$ cat config.mk
export PLATFORM = sky130hd
export DESIGN_NAME = fir_coe_reload_ctrl
export DESIGN_NICKNAME = d
export VERILOG_FILES = /design/src/rtl/fir_coe_reload_ctrl.sv
export SDC_FILE = /design/constraint.sdc
export NUM_CORES = 1
export LEC_CHECK = 0
export CAP_MARGIN = 20
export CORE_ASPECT_RATIO = 0.7
export CORE_MARGIN = 1
export CORE_UTILIZATION = 60
export DETAILED_ROUTE_END_ITERATION = 8
export PLACE_DENSITY = 0.8
export SLEW_MARGIN = 10
export SYNTH_ARGS = -nofsm -noshare
export SYNTH_HDL_FRONTEND = slang
export SYNTH_SLANG_ARGS = --single-unit
$ cat constraint.sdc
create_clock -name cfg_clk -period 3.6 [get_ports cfg_clk]
set_input_delay 0.72 -clock cfg_clk [delete_from_list [all_inputs] [get_ports cfg_clk]]
set_output_delay 0.72 -clock cfg_clk [all_outputs]
set_load 0.01 [all_outputs]
$ cat src/rtl/fir_coe_reload_ctrl.sv
// fir_coe_reload_ctrl: captures a decimation+coefficient readback packet and reloads it into one FIR channel.
module fir_coe_reload_ctrl #(
  parameter int CH_NUM       = 4,
  parameter int CH_W         = 2,
  parameter int COE_NUM      = 51,
  parameter int COE_WDTH     = 29,
  parameter int COE_NUM_HALF = (COE_NUM + 1) / 2
) (
  input  logic                   cfg_clk,
  input  logic                   cfg_rst_n,
  input  logic                   fir_en,
  input  logic                   byte_swap,
  input  logic [CH_W-1:0]        rb_ch,
  input  logic                   rb_vld,
  input  logic                   rb_last,
  input  logic [31:0]            rb_data,
  output logic                   coe_vld,
  input  logic                   coe_tready,
  output logic                   coe_sop,
  output logic                   coe_last,
  output logic [COE_WDTH-1:0]    coe_din,
  output logic [CH_NUM-1:0]      coe_ch_mask,
  output logic                   cfg_vld,
  output logic [CH_NUM*32-1:0]   coe_fir_dec,
  output logic                   busy,
  output logic                   reload_done,
  output logic                   err_len
);
  localparam int CW = $clog2(COE_NUM_HALF + 1);
  localparam logic [CW-1:0] LAST = CW'(COE_NUM_HALF - 1);
  typedef enum logic [2:0] {IDLE, CAPTURE, DRAIN, CHECK, RELOAD, CONFIG} state_t;
  state_t state;
  logic [31:0] w, dec_hold;
  logic [CH_W-1:0] ch_hold;
  logic [CW-1:0] cnt, idx;
  logic [COE_WDTH-1:0] coe_buf [COE_NUM_HALF];
  assign w = byte_swap ? {rb_data[7:0], rb_data[15:8], rb_data[23:16], rb_data[31:24]} : rb_data;
  assign busy = state != IDLE;
  always_ff @(posedge cfg_clk)
    if (state == CAPTURE && rb_vld) coe_buf[cnt] <= w[COE_WDTH-1:0];
  always_ff @(posedge cfg_clk or negedge cfg_rst_n)
    if (!cfg_rst_n) begin
      state       <= IDLE;
      dec_hold    <= '0;
      ch_hold     <= '0;
      cnt         <= '0;
      idx         <= '0;
      coe_vld     <= 1'b0;
      coe_sop     <= 1'b0;
      coe_last    <= 1'b0;
      coe_din     <= '0;
      coe_ch_mask <= '0;
      cfg_vld     <= 1'b0;
      coe_fir_dec <= '0;
      reload_done <= 1'b0;
      err_len     <= 1'b0;
    end else if (!fir_en) begin
      state       <= IDLE;
      dec_hold    <= '0;
      ch_hold     <= '0;
      cnt         <= '0;
      idx         <= '0;
      coe_vld     <= 1'b0;
      coe_sop     <= 1'b0;
      coe_last    <= 1'b0;
      coe_din     <= '0;
      coe_ch_mask <= '0;
      cfg_vld     <= 1'b0;
      coe_fir_dec <= '0;
      reload_done <= 1'b0;
      err_len     <= 1'b0;
    end else begin
      // words arriving while a reload is committed are dropped and flagged
      err_len     <= rb_vld && (state == CHECK || state == RELOAD || state == CONFIG);
      cfg_vld     <= 1'b0;
      reload_done <= 1'b0;
      case (state)
        IDLE: if (rb_vld) begin
          dec_hold <= w;
          ch_hold  <= rb_ch;
          cnt      <= '0;
          if (rb_last) err_len <= 1'b1;
          else state <= CAPTURE;
        end
        CAPTURE: if (rb_vld) begin
          cnt <= cnt + 1'b1;
          if (rb_last) begin
            if (cnt == LAST) state <= CHECK;
            else begin
              err_len <= 1'b1;
              state   <= IDLE;
            end
          end else if (cnt == LAST) state <= DRAIN;
        end
        DRAIN: if (rb_vld && rb_last) begin
          err_len <= 1'b1;
          state   <= IDLE;
        end
        CHECK: if (32'(ch_hold) >= CH_NUM) begin
          err_len <= 1'b1;
          state   <= IDLE;
        end else begin
          idx         <= '0;
          coe_vld     <= 1'b1;
          coe_din     <= coe_buf[0];
          coe_sop     <= 1'b1;
          coe_last    <= LAST == '0;
          coe_ch_mask <= CH_NUM'(1) << ch_hold;
          state       <= RELOAD;
        end
        RELOAD: if (coe_tready) begin
          if (coe_last) begin
            coe_vld     <= 1'b0;
            coe_sop     <= 1'b0;
            coe_last    <= 1'b0;
            coe_din     <= '0;
            cfg_vld     <= 1'b1;
            reload_done <= 1'b1;
            for (int n = 0; n < CH_NUM; n++)
              if (ch_hold == CH_W'(n)) coe_fir_dec[n*32 +: 32] <= dec_hold;
            state       <= CONFIG;
          end else begin
            idx      <= idx + 1'b1;
            coe_din  <= coe_buf[idx + 1'b1];
            coe_sop  <= 1'b0;
            coe_last <= (idx + 1'b1) == LAST;
          end
        end
        CONFIG: begin
          coe_ch_mask <= '0;
          state       <= IDLE;
        end
        default: state <= IDLE;
      endcase
    end
endmodule

==> results.py, run 1 <==
metrics = {
    "status": {
        "status": "finished, final reports clean",
    },
    "power": {
        "powerDensity_nw_per_um2": 492,
        "p_leak_uw": 0.0158,
        "finalPower_uw": 22700,
        "vdd_drop_max_mv": 0.412,
    },
    "cells_and_area": {
        "design_area_um2": 46000,
        "layout_commonest_cell": "edfxtp_1",
        "finish.net_count": 2712,
        "final_util_pct": 70.9,
        "fill_cells": 3913,
        "drive_above_1_share_pct": 17.4,
        "layout_common_cells": "edfxtp_1 (754), nand2_1 (221), dfrtp_1 (212), clkdlybuf4s50_1 (206), mux2i_1 (170)",
        "insertedDiodeCount": 0,
        "area_growth_pct": 16.7,
    },
    "die": {
        "fp.dieW_um": 309,
        "ioPinCount": 209,
        "coreArea_um2": 64900,
        "die_h_um": 217,
        "core.rowCount": 78,
        "die_area_um2": 66800,
        "start_util_pct": 60.8,
    },
    "worst_setup_path": {
        "critical_path_required_ns": 4.12,
        "crit_type": "register to register",
        "arrival_ns": 3.71,
        "endpoint_kind": "register",
        "cp_max_fo": 36,
        "crit_path_start_kind": "register",
    },
    "synth": {
        "ys.flop_type": "edfxtp_1",
        "seq_area_frac_synth_pct": 70.9,
        "synth_top_area_share_pct": 57.4,
        "synth_edf_count": 754,
        "synth_warnings": 0,
        "synth_top_cells_by_area": "edfxtp_1 (57%), dfrtp_1 (14%), mux4_2 (6.6%)",
        "syn-num-nets": 2508,
        "synth.distinct_cells": 64,
        "synth.cell_area_um2": 39500,
        "post-synth-top-area-cell": "edfxtp_1",
        "asyncSetResetFlopFracSynth_pct": 22.0,
        "avgSynthCellArea_um2": 16.0,
        "ys_seq_elements": 967,
        "netlist_instances": 2461,
    },
    "sta": {
        "final_hold_viol_count": 0,
        "final_max_slew_viol_count": 0,
        "rsz0062_at_grt": "false",
        "fin_tns_setup_ns": 0,
        "slew_headroom_pct": 36.9,
        "finClkSkew_ns": 0.0238,
        "tightest_slew_ns": 0.946,
        "finalSetupViolCount": 0,
        "fin_crit_ns": 3.20,
        "fin_crit_sh_pct": 88.8,
        "fmax_mhz": 313,
    },
    "clocking": {
        "cts_tree": "built",
        "postCtsHoldBufs": 0,
        "cts_resized": 0,
        "cts_made_buffers": 86,
        "cts_sinks": 967,
        "cts.htree.levels": 3,
        "path_clk_slew_ns": 0.06,
        "insertion_delay_ns": 0.65,
        "cts_buffer_depth": 3,
        "post-cts-setup-buffers": 0,
        "cts_root_buf": "clkbuf_16",
    },
    "grt": {
        "grt_max_degree": 168,
        "grt_pass1_wl_um": 149000,
        "grt_overflow": 0,
        "grt_pass1_vias": 23388,
        "antenna_found_initial": 2,
        "grt_usage_pct": 30.7,
    },
    "worst_hold_path": {
        "hold_class": "input pin to asynchronous set/reset pin",
    },
    "drt": {
        "post-route-drc-count": 0,
        "routed_via_density": 6.41,
        "drt_wl_total_um": 101000,
        "postRouteAntennaNets": 0,
        "drt_pass1_iterations": 8,
        "drt_iter0_markers": 3126,
        "post_drt_wl_per_cell_um": 28.0,
        "vias": 23175,
    },
    "place": {
        "place_hpwl_um": 61900,
        "gp_congestion": 0.874,
        "numPortBuffers": 208,
        "dpl_cell_area_um2": 43200,
    },
    "flow_run": {
        "max_cap_viol_count": 0,
    },
}
==> cell type report <==
cell class              instances  area [um2]  share of cell area [%]
clock buffers                 118        2370                    5.16
clock inverters                42         467                    1.01
inverters                      44         165                   0.359
multi-input cells            1271       10700                    23.3
flip-flops and latches        967       28000                    60.8
well taps                     880        1100                    2.39
repair buffers                295        3200                    6.95
==> kinds of logic after synthesis <==
family / after synthesis / synth area share (%)
compound gates: 318 / 5.59
mux: 345 / 12.7
flops: 967 / 70.9
fa+ha+maj: 6 / 0.190
xor+xnor: 9 / 0.295
buf+inv: 223 / 2.57
simple gates: 593 / 7.77
==> metal layers <==
layer	track usage (%)	up-vias	wire [um]
li1	-	9891	-
met4	10.5	2	3350
met5	1.16	-	113
met3	9.12	197	12300
met1	43.0	11802	39100
met2	46.3	1283	46500
==> flip-flops by register name (all words and copies together), names as in the netlist, 3 cells and up <==
signal and flops:
coe_buf 754, idx 5, coe_fir_dec 128, dec_hold 32, coe_ch_mask 4, state 3
coe_din 29, cnt 5
==> worst max-delay path, cell delays in order, from the launching register on <==
cell	delay, ns
dfrtp_4	0.50
inv_1	0.14
ha_4	0.72
buf_4	0.42
mux4_2	0.37
mux2i_1	0.42
a221o_1	0.39
o21ai_1	0.09
==> per-stage QoR <==
step	hold WS, ns	cells	worst slack (ns)
2_1_floorplan	0.424	2461	0.305
3_3_place_gp	0.468	3457	0.393
3_5_place_dp	0.474	3457	0.377
4_1_cts	0.122	3617	0.503
5_1_grt	0.145	3617	0.415
6_report	0.0951	3617	0.404
==> report_power, final <==
group          switching [uW]  internal [uW]  total (uW)
sequential               89.3          12200       12300
clock                    4120           5240        9360
combinational             659            305         964
total                    4870          17800       22700
==> path summary, 6_finish.rpt <==
kind	from	to	slack [ns]	depth (start not counted)
setup / recovery	idx[0]	coe_din[20]	0.40	7
hold / removal	cfg_rst_n	coe_fir_dec[46]	0.1	1
setup reg to reg	idx[0]	coe_din[20]	0.40	7
hold reg to reg	coe_fir_dec[42]	coe_fir_dec[42]	0.49	2
max in group asynchronous	cfg_rst_n	coe_din[1]	2.57	2
min in group cfg_clk	coe_fir_dec[42]	coe_fir_dec[42]	0.49	2
==> Yosys cell counts (all sizes together) (2+ instances only) <==
cell type  number
a211oi          5
a21o            2
a21oi          11
a221o          27
a22oi          29
a31o           29
a31oi           2
a32o            3
a41oi          28
and2            2
and3            5
buf            67
clkbuf        112
dfrtp         213
edfxtp        754
ha              6
inv            44
mux2           57
mux2i         170
mux4          118
nand2         221
nand2b          3
nand3          42
nand3b         58
nand4           4
nor2           81
nor2b           2
nor3           56
nor3b         109
o21a            3
o21ai         167
o31a            2
or3             2
or3b            4
xnor2           3
xor2            6
Note: power is estimated with default switching activity, not from simulation.
==> run 2: changes to the inputs <==
Settings changed: TNS_END_PERCENT set to 1.
==> results of run 2 <==
The final DEF is identical to that of run 1; final timing and power are the same.
